File: src/rtl/uart_rx_fifo.sv
// Receive-side byte FIFO between the UART receiver and the CPU data register.
// Holds received bytes, raises RTS to pause the sender, and flags dropped bytes.
module uart_rx_fifo #(
    parameter int DEPTH     = 8,
    parameter int RTS_LEVEL = 6
) (
    input  logic                       clk,
    input  logic                       resetn,
    input  logic                       wr_valid,
    input  logic [7:0]                 wr_data,
    input  logic                       rd_strobe,
    input  logic                       clr_overflow,
    output logic [7:0]                 rd_data,
    output logic                       rd_valid,
    output logic [$clog2(DEPTH+1)-1:0] count,
    output logic                       overflow,
    output logic                       rts_stop
);

    localparam int PW = (DEPTH > 1) ? $clog2(DEPTH) : 1;
    localparam int CW = $clog2(DEPTH + 1);
    localparam logic [CW-1:0] FULL_COUNT = CW'(DEPTH);
    localparam logic [CW-1:0] RTS_COUNT  = CW'(RTS_LEVEL);

    logic [7:0]    r_mem [DEPTH];
    logic [PW-1:0] r_wrPtr;
    logic [PW-1:0] r_rdPtr;
    logic [CW-1:0] r_count;
    logic          r_overflow;

    logic w_empty;
    logic w_full;
    logic w_pop;
    logic w_wrEn;
    logic w_drop;

    assign w_empty = (r_count == '0);
    assign w_full  = (r_count == FULL_COUNT);
    assign w_pop   = rd_strobe && !w_empty;
    // When full, a simultaneous pop frees the slot the write pointer already addresses.
    assign w_wrEn  = wr_valid && (!w_full || w_pop);
    assign w_drop  = wr_valid && w_full && !w_pop;

    always_ff @(posedge clk) begin
        if (w_wrEn) begin
            r_mem[r_wrPtr] <= wr_data;
        end
    end

    always_ff @(posedge clk or negedge resetn) begin
        if (!resetn) begin
            r_wrPtr <= '0;
            r_rdPtr <= '0;
            r_count <= '0;
        end else begin
            if (w_wrEn) begin
                r_wrPtr <= r_wrPtr + PW'(1);
            end
            if (w_pop) begin
                r_rdPtr <= r_rdPtr + PW'(1);
            end
            case ({w_wrEn, w_pop})
                2'b10:   r_count <= r_count + CW'(1);
                2'b01:   r_count <= r_count - CW'(1);
                default: r_count <= r_count;
            endcase
        end
    end

    // A drop in the same cycle as a clear keeps the flag set.
    always_ff @(posedge clk or negedge resetn) begin
        if (!resetn) begin
            r_overflow <= 1'b0;
        end else if (w_drop) begin
            r_overflow <= 1'b1;
        end else if (clr_overflow) begin
            r_overflow <= 1'b0;
        end
    end

    assign rd_data  = w_empty ? 8'h00 : r_mem[r_rdPtr];
    assign rd_valid = !w_empty;
    assign count    = r_count;
    assign overflow = r_overflow;
    assign rts_stop = (r_count >= RTS_COUNT);

endmodule
File: config.mk
export PLATFORM = sky130hd
export DESIGN_NAME = uart_rx_fifo
export DESIGN_NICKNAME = d
export VERILOG_FILES = /design/src/rtl/uart_rx_fifo.sv
export SDC_FILE = /design/constraint.sdc
export NUM_CORES = 1
export LEC_CHECK = 0
export CELL_PAD_IN_SITES_DETAIL_PLACEMENT = 1
export CELL_PAD_IN_SITES_GLOBAL_PLACEMENT = 1
export CORE_MARGIN = 10
export CORE_UTILIZATION = 50
export CTS_CLUSTER_SIZE = 40
export DETAILED_ROUTE_END_ITERATION = 10
export PLACE_DENSITY = 0.88
export SLEW_MARGIN = 30
export SYNTH_ARGS = -nofsm -noshare
export SYNTH_HDL_FRONTEND = slang
export SYNTH_SLANG_ARGS = --single-unit
File: constraint.sdc
create_clock -name clk -period 4.1 [get_ports clk]
set_clock_uncertainty 0.15 [all_clocks]
set_input_delay 1.23 -clock clk [delete_from_list [all_inputs] [get_ports clk]]
set_output_delay 1.23 -clock clk [all_outputs]
set_load 0.05 [all_outputs]
==> reports/qor.csv, run 1 <==
metric,value,unit
Max-cap violations,0,
power per cell area,784.4,mW/mm^2
Synth Warn #,0,
Tmin final,3.959,ns
quantity of hold-fixing buffers added after cts,0,
fillers,530,
Root Buffer,clkbuf_8,
area of the core,0.005956,sq mm
power share of the clock group,18.3,%
Die X,98.70,um
# placed instances,278,
Finished Cell Area,0.003715,sq mm
"flops & latches, synth",75,
Final Hold Fails,0,
met3 global-route usage,3.701,%
measured slew at the worst slew-check pin,0.8114,ns
Hold Path Class,reg2reg,
HPWL Detailed,4804,um
crit path max fanout,18,
worst endpoint data arrival time,2.58,ns
Fmax achieved,0.2526,GHz
Final Wtd Congestion,0.7836,
drt initial violations,95,
fin. max-slew vios,0,
Avg Vias per Cell,5.592,
# DRC,0,
sequential share of the synthesized area,70.95,%
"commonest cells after routing, fill and taps aside","edfxtp_1, clkdlybuf4s50_1, buf_4",
DR vias,1644,
RSZ-0062 raised after global routing,no,
met2 Track Usage GR,24.86,%
met1 Use GR,16.38,%
gate count after technology mapping,167,
Total Routed Length,6719,um
Post-Synthesis Net Count,185,
Post-synth EDFFs,64,
sequential power share,38.4,%
DR pass1 iterations,4,
post_cts resized,0,
IO Port Bufs,27,
switching share of power,39.72,%
crit end category,output port,
final setup margin,0.1411,ns
Sinks on Clock Net,75,
status,"complete, no violations",
flop-to-flop setup slack,1.22,ns
vias in the first global route,1911,
Leak Pwr,0.001342,uW
fraction of the cycle the final worst path needs,96.56,%
largest net degree at the start of global routing,19,
Die Area,0.009742,sq mm
mapped cell area,0.003097,sq mm
FF-to-FF End,count[2],
HP Start,overflow,
first-pass GRT wire length,10740,um
Nets,232,
Storage cell area,0.002197,sq mm
Multi-input gate area,849.6,sq um
GR Util All Layers,14.47,%
net switching power,1157,uW
CTS Buffer Depth,2,
count of non-filler cells in the finished layout,294,
Synth Flop Type,edfxtp_1,
"worst slack, placed",0.4004,ns
hold depth,2,
"commonest non-fill, non-tap cell in the layout",edfxtp_1,
fraction of registers with async set/reset,14.67,%
Total Neg Setup Slack,0,ns
Max VDD drop,0.5690,mV
critical path required time,2.72,ns
cell-internal power,1756,uW
ant diodes,0,
number of buffers created by CTS,9,
DP Area,0.003531,sq mm
Gate power share,43.3,%
layout cells sized above 1,26.48,%
headroom to the max-slew limit,45.91,%
H-tree levels,3,
R2R depth,12,
Startpoint Class,flip-flop,
worst r2r src,count[1],
clock slew at reported path FFs,0.08,ns
CTS tree,yes,
Hold Path End,overflow,
initial antenna violation count,0,
"antenna viol nets, final",0,
"Most Used Layer, Global Route",met2,
Placement Rows,28,
Post-Syn Area per Cell,18.54,sq um
final setup vio count,0,
Synth cell types,33,
GRT overflow,0,
Starting Density,52.00,%
DIE HEIGHT,98.70,um
kind of critical path,reg2out,
worst skew pair latency,0.34,ns
DR WL/cell,22.85,um
I/O pin total,28,
Post-CTS Setup Inserts,0,
Layout area overhead,19.96,%
## registers in the layout, summed over array words and instances, names as in the netlist
register / cells
r_mem: 64
count: 4
r_rdPtr: 3
r_wrPtr: 3
overflow: 1
## critical path, cell delays in order (launching register included)
cell and delay (ns):
dfrtp_1 0.87, mux4_2 0.34, mux2i_1 0.07, nor2_1 0.13, clkdlybuf4s50_1 0.82
## power by group through the flow
stage	Combinational, uW	Clock, uW	Sequential [uW]
after floorplan	863	0	1120
after global placement	1220	0	1120
after detailed placement	1280	0	1140
after CTS	1280	549	1120
after global routing	1340	576	1140
final	1260	534	1120
## area by class of cell
cell class / count / share of cell area [%]
flip-flops and latches: 75 / 59.14
clock buffers: 10 / 3.435
clock inverters: 6 / 1.516
repair buffers: 41 / 9.835
inverters: 6 / 0.6736
well taps: 75 / 2.526
multi-input cells: 81 / 22.87
## per-stage QoR
stage	power, uW	util (%)	hold WS [ns]
2_1_floorplan	1987	-	0.3257
3_3_place_gp	2337	59.29	0.3455
3_5_place_dp	2413	59.29	0.3694
4_1_cts	2955	62.37	0.3828
5_1_grt	3056	62.37	0.4175
6_report	2914	62.37	0.3789
## layer usage
layer | part of all wire (%) | vias up
met4 | 1.4 | 0
li1 | - | 739
met3 | 4.4 | 10
met1 | 40 | 856
met2 | 54 | 39
met5 | 0 | -
## worst max path at each step
stage / start / to / slack, ns
2_1_floorplan: r_rdPtr[1] / rd_data[6] / 0.90
3_3_place_gp: r_rdPtr[1] / rd_data[2] / 0.52
3_5_place_dp: rd_strobe / count[2] / 0.40
4_1_cts: r_rdPtr[1] / rd_data[2] / 0.09
5_1_grt: r_rdPtr[1] / rd_data[2] / 0.004
6_report: r_rdPtr[1] / rd_data[2] / 0.14
## cell usage after synthesis (all sizes together), types with 3 or more instances
library cell  count  area, sq um
nand2             4        22.52
mux2i             8        80.08
mux2              3        37.53
inv               6        25.02
edfxtp           64         1922
nand2b            5        31.28
mux4             16        360.4
ha                5        62.56
nor2             17        80.08
buf               4        20.02
xor2              5        43.79
dfrtp            11        275.3
xnor2             3        26.28
## cells by family (layout without fill, tap and decap cells)
family,after synthesis,after routing,synth area share [%]
AO/OA/AOI/OAI,7,7,1.617
adder cells (fa/ha/maj),5,5,2.020
buffers and inverters,11,63,1.616
XOR/XNOR,8,8,2.263
flip-flops,75,75,70.95
AND/OR/NAND/NOR,34,34,6.101
multiplexers,27,27,15.43
Note: power is estimated with default switching activity, not from simulation.
==> run 2: changes to the inputs <==
- CORE_MARGIN: 10 -> not set
- TNS_END_PERCENT: not set -> 30
==> reports/qor.csv, run 2 (same netlist as run 1, synthesis figures left out) <==
metric,value,unit
DR vias,1570,
GR Util All Layers,20.89,%
DIE HEIGHT,80.70,um
headroom to the max-slew limit,62.17,%
Max-cap violations,0,
CTS tree,yes,
max reg flops,64,
number of buffers created by CTS,9,
crit path max fanout,18,
largest net degree at the start of global routing,19,
critical path's top delay family,buffers and inverters,
area of the core,0.005956,sq mm
Final Hold Fails,0,
Max stage delay on crit path,0.71,ns
Die Area,0.006512,sq mm
H-tree levels,3,
IO Port Bufs,27,
crit end category,output port,
Nets,227,
RSZ-0062 raised after global routing,no,
CTS Buffer Depth,2,
"commonest cells after routing, fill and taps aside","edfxtp_1, clkdlybuf4s50_1, mux4_2, nor2_1",
Layout area overhead,18.99,%
initial antenna violation count,0,
Leak Pwr,0.001311,uW
layout cells sized above 1,24.77,%
fin. max-slew vios,0,
Root Buffer,clkbuf_8,
HPWL Detailed,3964,um
Avg Vias per Cell,5.433,
DR pass1 iterations,4,
Fmax achieved,0.2578,GHz
fraction of the cycle the final worst path needs,94.61,%
Sinks on Clock Net,75,
switching share of power,40.32,%
net switching power,1156,uW
Placement Rows,28,
slowest CP cell,clkdlybuf4s50_1,
Gate power share,42.8,%
status,"complete, no violations",
Post-Route Utilization,61.87,%
vias in the first global route,1707,
Hold Path Class,reg2reg,
"Most flops, register",r_mem,
I/O pin total,28,
worst endpoint data arrival time,2.50,ns
power per cell area,778.0,mW/mm^2
critical path depth,5,
kind of critical path,reg2out,
measured slew at the worst slew-check pin,0.5657,ns
final setup vio count,0,
cell-internal power,1711,uW
Final Wtd Congestion,0.7154,
Tmin final,3.879,ns
hold depth,2,
worst skew pair latency,0.35,ns
Total Neg Setup Slack,0,ns
ant diodes,0,
clock slew at reported path FFs,0.08,ns
CP cell instances,buf_4 -> mux4_2 -> mux2i_1 -> nor2_1 -> clkdlybuf4s50_1,
Post-CTS Setup Inserts,0,
CP bufs+invs,2,
# DRC,0,
"commonest non-fill, non-tap cell in the layout",edfxtp_1,
GRT overflow,0,
"antenna viol nets, final",0,
Max VDD drop,0.5277,mV
DR WL/cell,20.42,um
drt initial violations,103,
sequential power share,38.7,%
Startpoint Class,flip-flop,
Starting Density,52.00,%
power share of the clock group,18.5,%
Die X,80.70,um
first-pass GRT wire length,9101,um
R2R depth,12,
critical path required time,2.72,ns
Total Routed Length,5900,um
==> run 2: changes by cell type in the layout (fill, tap and decap cells not counted), sizes merged <==
cell and change:
buf -8, inv +5, clkdlybuf4s50 +3, clkinv -3, bufinv -1, clkbuf -1
==> run 2: power by group through the flow <==
stage	registers, uW	logic [uW]	clock network [uW]
3_5_place_dp	1130	1240	0
5_1_grt	1130	1310	572
4_1_cts	1110	1240	545
2_1_floorplan	1120	863	0
6_report	1110	1230	530
3_3_place_gp	1110	1200	0
==> run 2: path summary, 6_finish.rpt <==
check / to / startpoint / slack [ns]
max: rd_data[3] / r_rdPtr[0] / 0.22
min: overflow / overflow / 0.39
max reg2reg: count[2] / count[1] / 1.29
min reg2reg: overflow / overflow / 0.39
max in group asynchronous: r_rdPtr[1] / resetn / 2.31
min in group asynchronous: count[3] / resetn / 1.09
==> run 2: worst reg2reg max path: cells and delay by family (launching register included) <==
| family | cells | cell delay (ns) |
|---|---|---|
| simple gates | 4 | 0.83 |
| xor+xnor | 3 | 0.49 |
| fa+ha+maj | 2 | 0.48 |
| flops | 1 | 0.47 |
| compound gates | 1 | 0.15 |
| buf+inv | 2 | 0.13 |
==> run 2: area by class of cell <==
class	count	area (sq um)
fillers	526	2271
flip-flops and latches	75	2198
multi-input cells	81	849.6
repair buffers	36	335.3
clock buffers	9	123.9
well taps	75	93.84
clock inverters	7	58.81
inverters	6	25.02
==> run 2: repair_timing <==
item / CTS / global route
endpoints found under the setup margin: 0 / 1
hold buffers: 0 / 0
resized for setup: 0 / 1
==> run 2: metrics by stage <==
step | setup slack (ns) | total power (uW) | instances | hold WS, ns | instance area, sq um
2_1_floorplan | 0.8959 | 1987 | 167 | 0.3257 | 3097
3_3_place_gp | 0.5539 | 2315 | 273 | 0.3484 | 3501
3_5_place_dp | 0.3869 | 2371 | 273 | 0.3873 | 3501
4_1_cts | 0.1113 | 2903 | 289 | 0.3985 | 3684
5_1_grt | 0.05782 | 3010 | 289 | 0.4404 | 3685
6_report | 0.2210 | 2867 | 289 | 0.3897 | 3685
==> run 2: per-layer routing <==
metal,GRT usage [%],routed length (um),vias up
li1,-,-,730
met1,26.02,2491,781
met2,34.41,3014,49
met3,3.750,284,10
met4,12.14,110,0
met5,0,0,-
==> run 3: changes to the inputs <==
- CORE_UTILIZATION: 50 -> 49
- PLACE_DENSITY: 0.88 -> 0.87
- clock period: 4.1 -> 4.15 ns (I/O delays scaled with it)
==> reports/qor.csv, run 3 (same netlist as run 1, synthesis figures left out) <==
metric,value,unit
Total Routed Length,6504,um
Max VDD drop,0.4899,mV
crit path max fanout,18,
status,"complete, no violations",
DR WL/cell,22.43,um
DR vias,1642,
Max stage delay on crit path,0.88,ns
initial antenna violation count,0,
Total Neg Setup Slack,0,ns
Final Hold Fails,0,
I/O pin total,28,
vias in the first global route,1809,
slowest CP cell,dfrtp_1,
Hold Path Class,reg2reg,
number of buffers created by CTS,9,
Post-CTS Setup Inserts,0,
area of the core,0.005991,sq mm
critical path required time,2.75,ns
Post-Route Utilization,62.07,%
largest net degree at the start of global routing,19,
fraction of the cycle the final worst path needs,96.52,%
IO Port Bufs,27,
Die Area,0.006641,sq mm
DR pass1 iterations,4,
measured slew at the worst slew-check pin,0.8232,ns
first-pass GRT wire length,10070,um
ant diodes,0,
RSZ-0062 raised after global routing,no,
layout cells sized above 1,22.79,%
quantity of hold-fixing buffers added after cts,0,
CP bufs+invs,1,
Multi-input gate area,849.6,sq um
worst skew pair latency,0.35,ns
GR Util All Layers,22.78,%
clock slew at reported path FFs,0.07,ns
Tmin final,4.006,ns
final setup margin,0.1442,ns
Tot Pwr,2927,uW
"antenna viol nets, final",0,
final setup vio count,0,
"commonest non-fill, non-tap cell in the layout",edfxtp_1,
H-tree levels,3,
critical path's top delay family,flip-flops,
Nets,228,
kind of critical path,reg2out,
CP cell instances,mux4_2 -> mux2i_1 -> nor2_1 -> clkdlybuf4s50_1,
crit end category,output port,
Sinks on Clock Net,75,
CTS Buffer Depth,2,
"Most flops, register",r_mem,
fin. max-slew vios,0,
post_cts resized,0,
HPWL Detailed,4635,um
max reg flops,64,
Max-cap violations,0,
"Most Used Layer, Global Route",met2,
worst endpoint data arrival time,2.61,ns
# DRC,0,
power per cell area,787.2,mW/mm^2
"commonest cells after routing, fill and taps aside","edfxtp_1, clkdlybuf4s50_1, mux4_2, nor2_1, dfrtp_1",
Leak Pwr,0.001325,uW
DIE HEIGHT,81.50,um
fillers,522,
Placement Rows,28,
Layout area overhead,20.08,%
Starting Density,51.69,%
Avg Vias per Cell,5.662,
Die X,81.50,um
Storage cell area,0.002197,sq mm
Fmax achieved,0.2496,GHz
headroom to the max-slew limit,45.12,%
"worst slack, placed",0.4210,ns
Root Buffer,clkbuf_8,
GRT overflow,0,
Startpoint Class,flip-flop,
CTS tree,yes,
met1 Use GR,28.23,%
drt initial violations,102,
Final Wtd Congestion,0.7251,
met3 global-route usage,4.556,%
met2 Track Usage GR,36.50,%
run 3: power breakdown:
| group | internal, uW | total [uW] | switching, uW | leakage, uW |
|---|---|---|---|---|
| logic | 514 | 1230 | 713 | 0.000511 |
| clock network | 334 | 590 | 256 | 0.000101 |
| registers | 953 | 1110 | 157 | 0.000712 |
| total | 1800 | 2930 | 1130 | 0.00132 |
run 3: metal layers:
metal  routed length (um)  part of all wire, %
met4                  231                  3.6
met3                  199                  3.1
met1                 2729                   42
met5                    0                    0
met2                 3344                   51
run 3: worst reg2reg max path: cells and delay by family (launching register included):
family	cells	cell delay, ns
AND/OR/NAND/NOR	4	0.84
XOR/XNOR	3	0.49
flip-flops	1	0.48
adder cells (fa/ha/maj)	2	0.47
AO/OA/AOI/OAI	1	0.15
buffers and inverters	2	0.12
run 3: final timing paths:
| path | from | end | slack [ns] | cells past startpoint |
|---|---|---|---|---|
| max in group asynchronous | resetn | r_rdPtr[0] | 2.41 | 1 |
| min in group asynchronous | resetn | count[1] | 1.08 | 1 |
| min reg2reg | overflow | overflow | 0.38 | 2 |
| max | r_rdPtr[1] | rd_data[5] | 0.14 | 4 |
| max reg2reg | count[1] | count[2] | 1.33 | 12 |
| min | overflow | overflow | 0.38 | 2 |
run 3: layout make-up:
class,count,area share (%)
flip-flops and latches,75,59.08
multi-input cells,81,22.85
repair buffers,37,9.287
clock buffers,10,3.432
well taps,75,2.524
clock inverters,6,2.153
inverters,6,0.6729
run 3: per-stage QoR:
| stage | hold slack (ns) | cells | cell area (sq um) |
|---|---|---|---|
| 2_1_floorplan | 0.3257 | 167 | 3097 |
| 3_3_place_gp | 0.3434 | 274 | 3511 |
| 3_5_place_dp | 0.3766 | 274 | 3511 |
| 4_1_cts | 0.3917 | 290 | 3719 |
| 5_1_grt | 0.4185 | 290 | 3719 |
| 6_report | 0.3845 | 290 | 3719 |
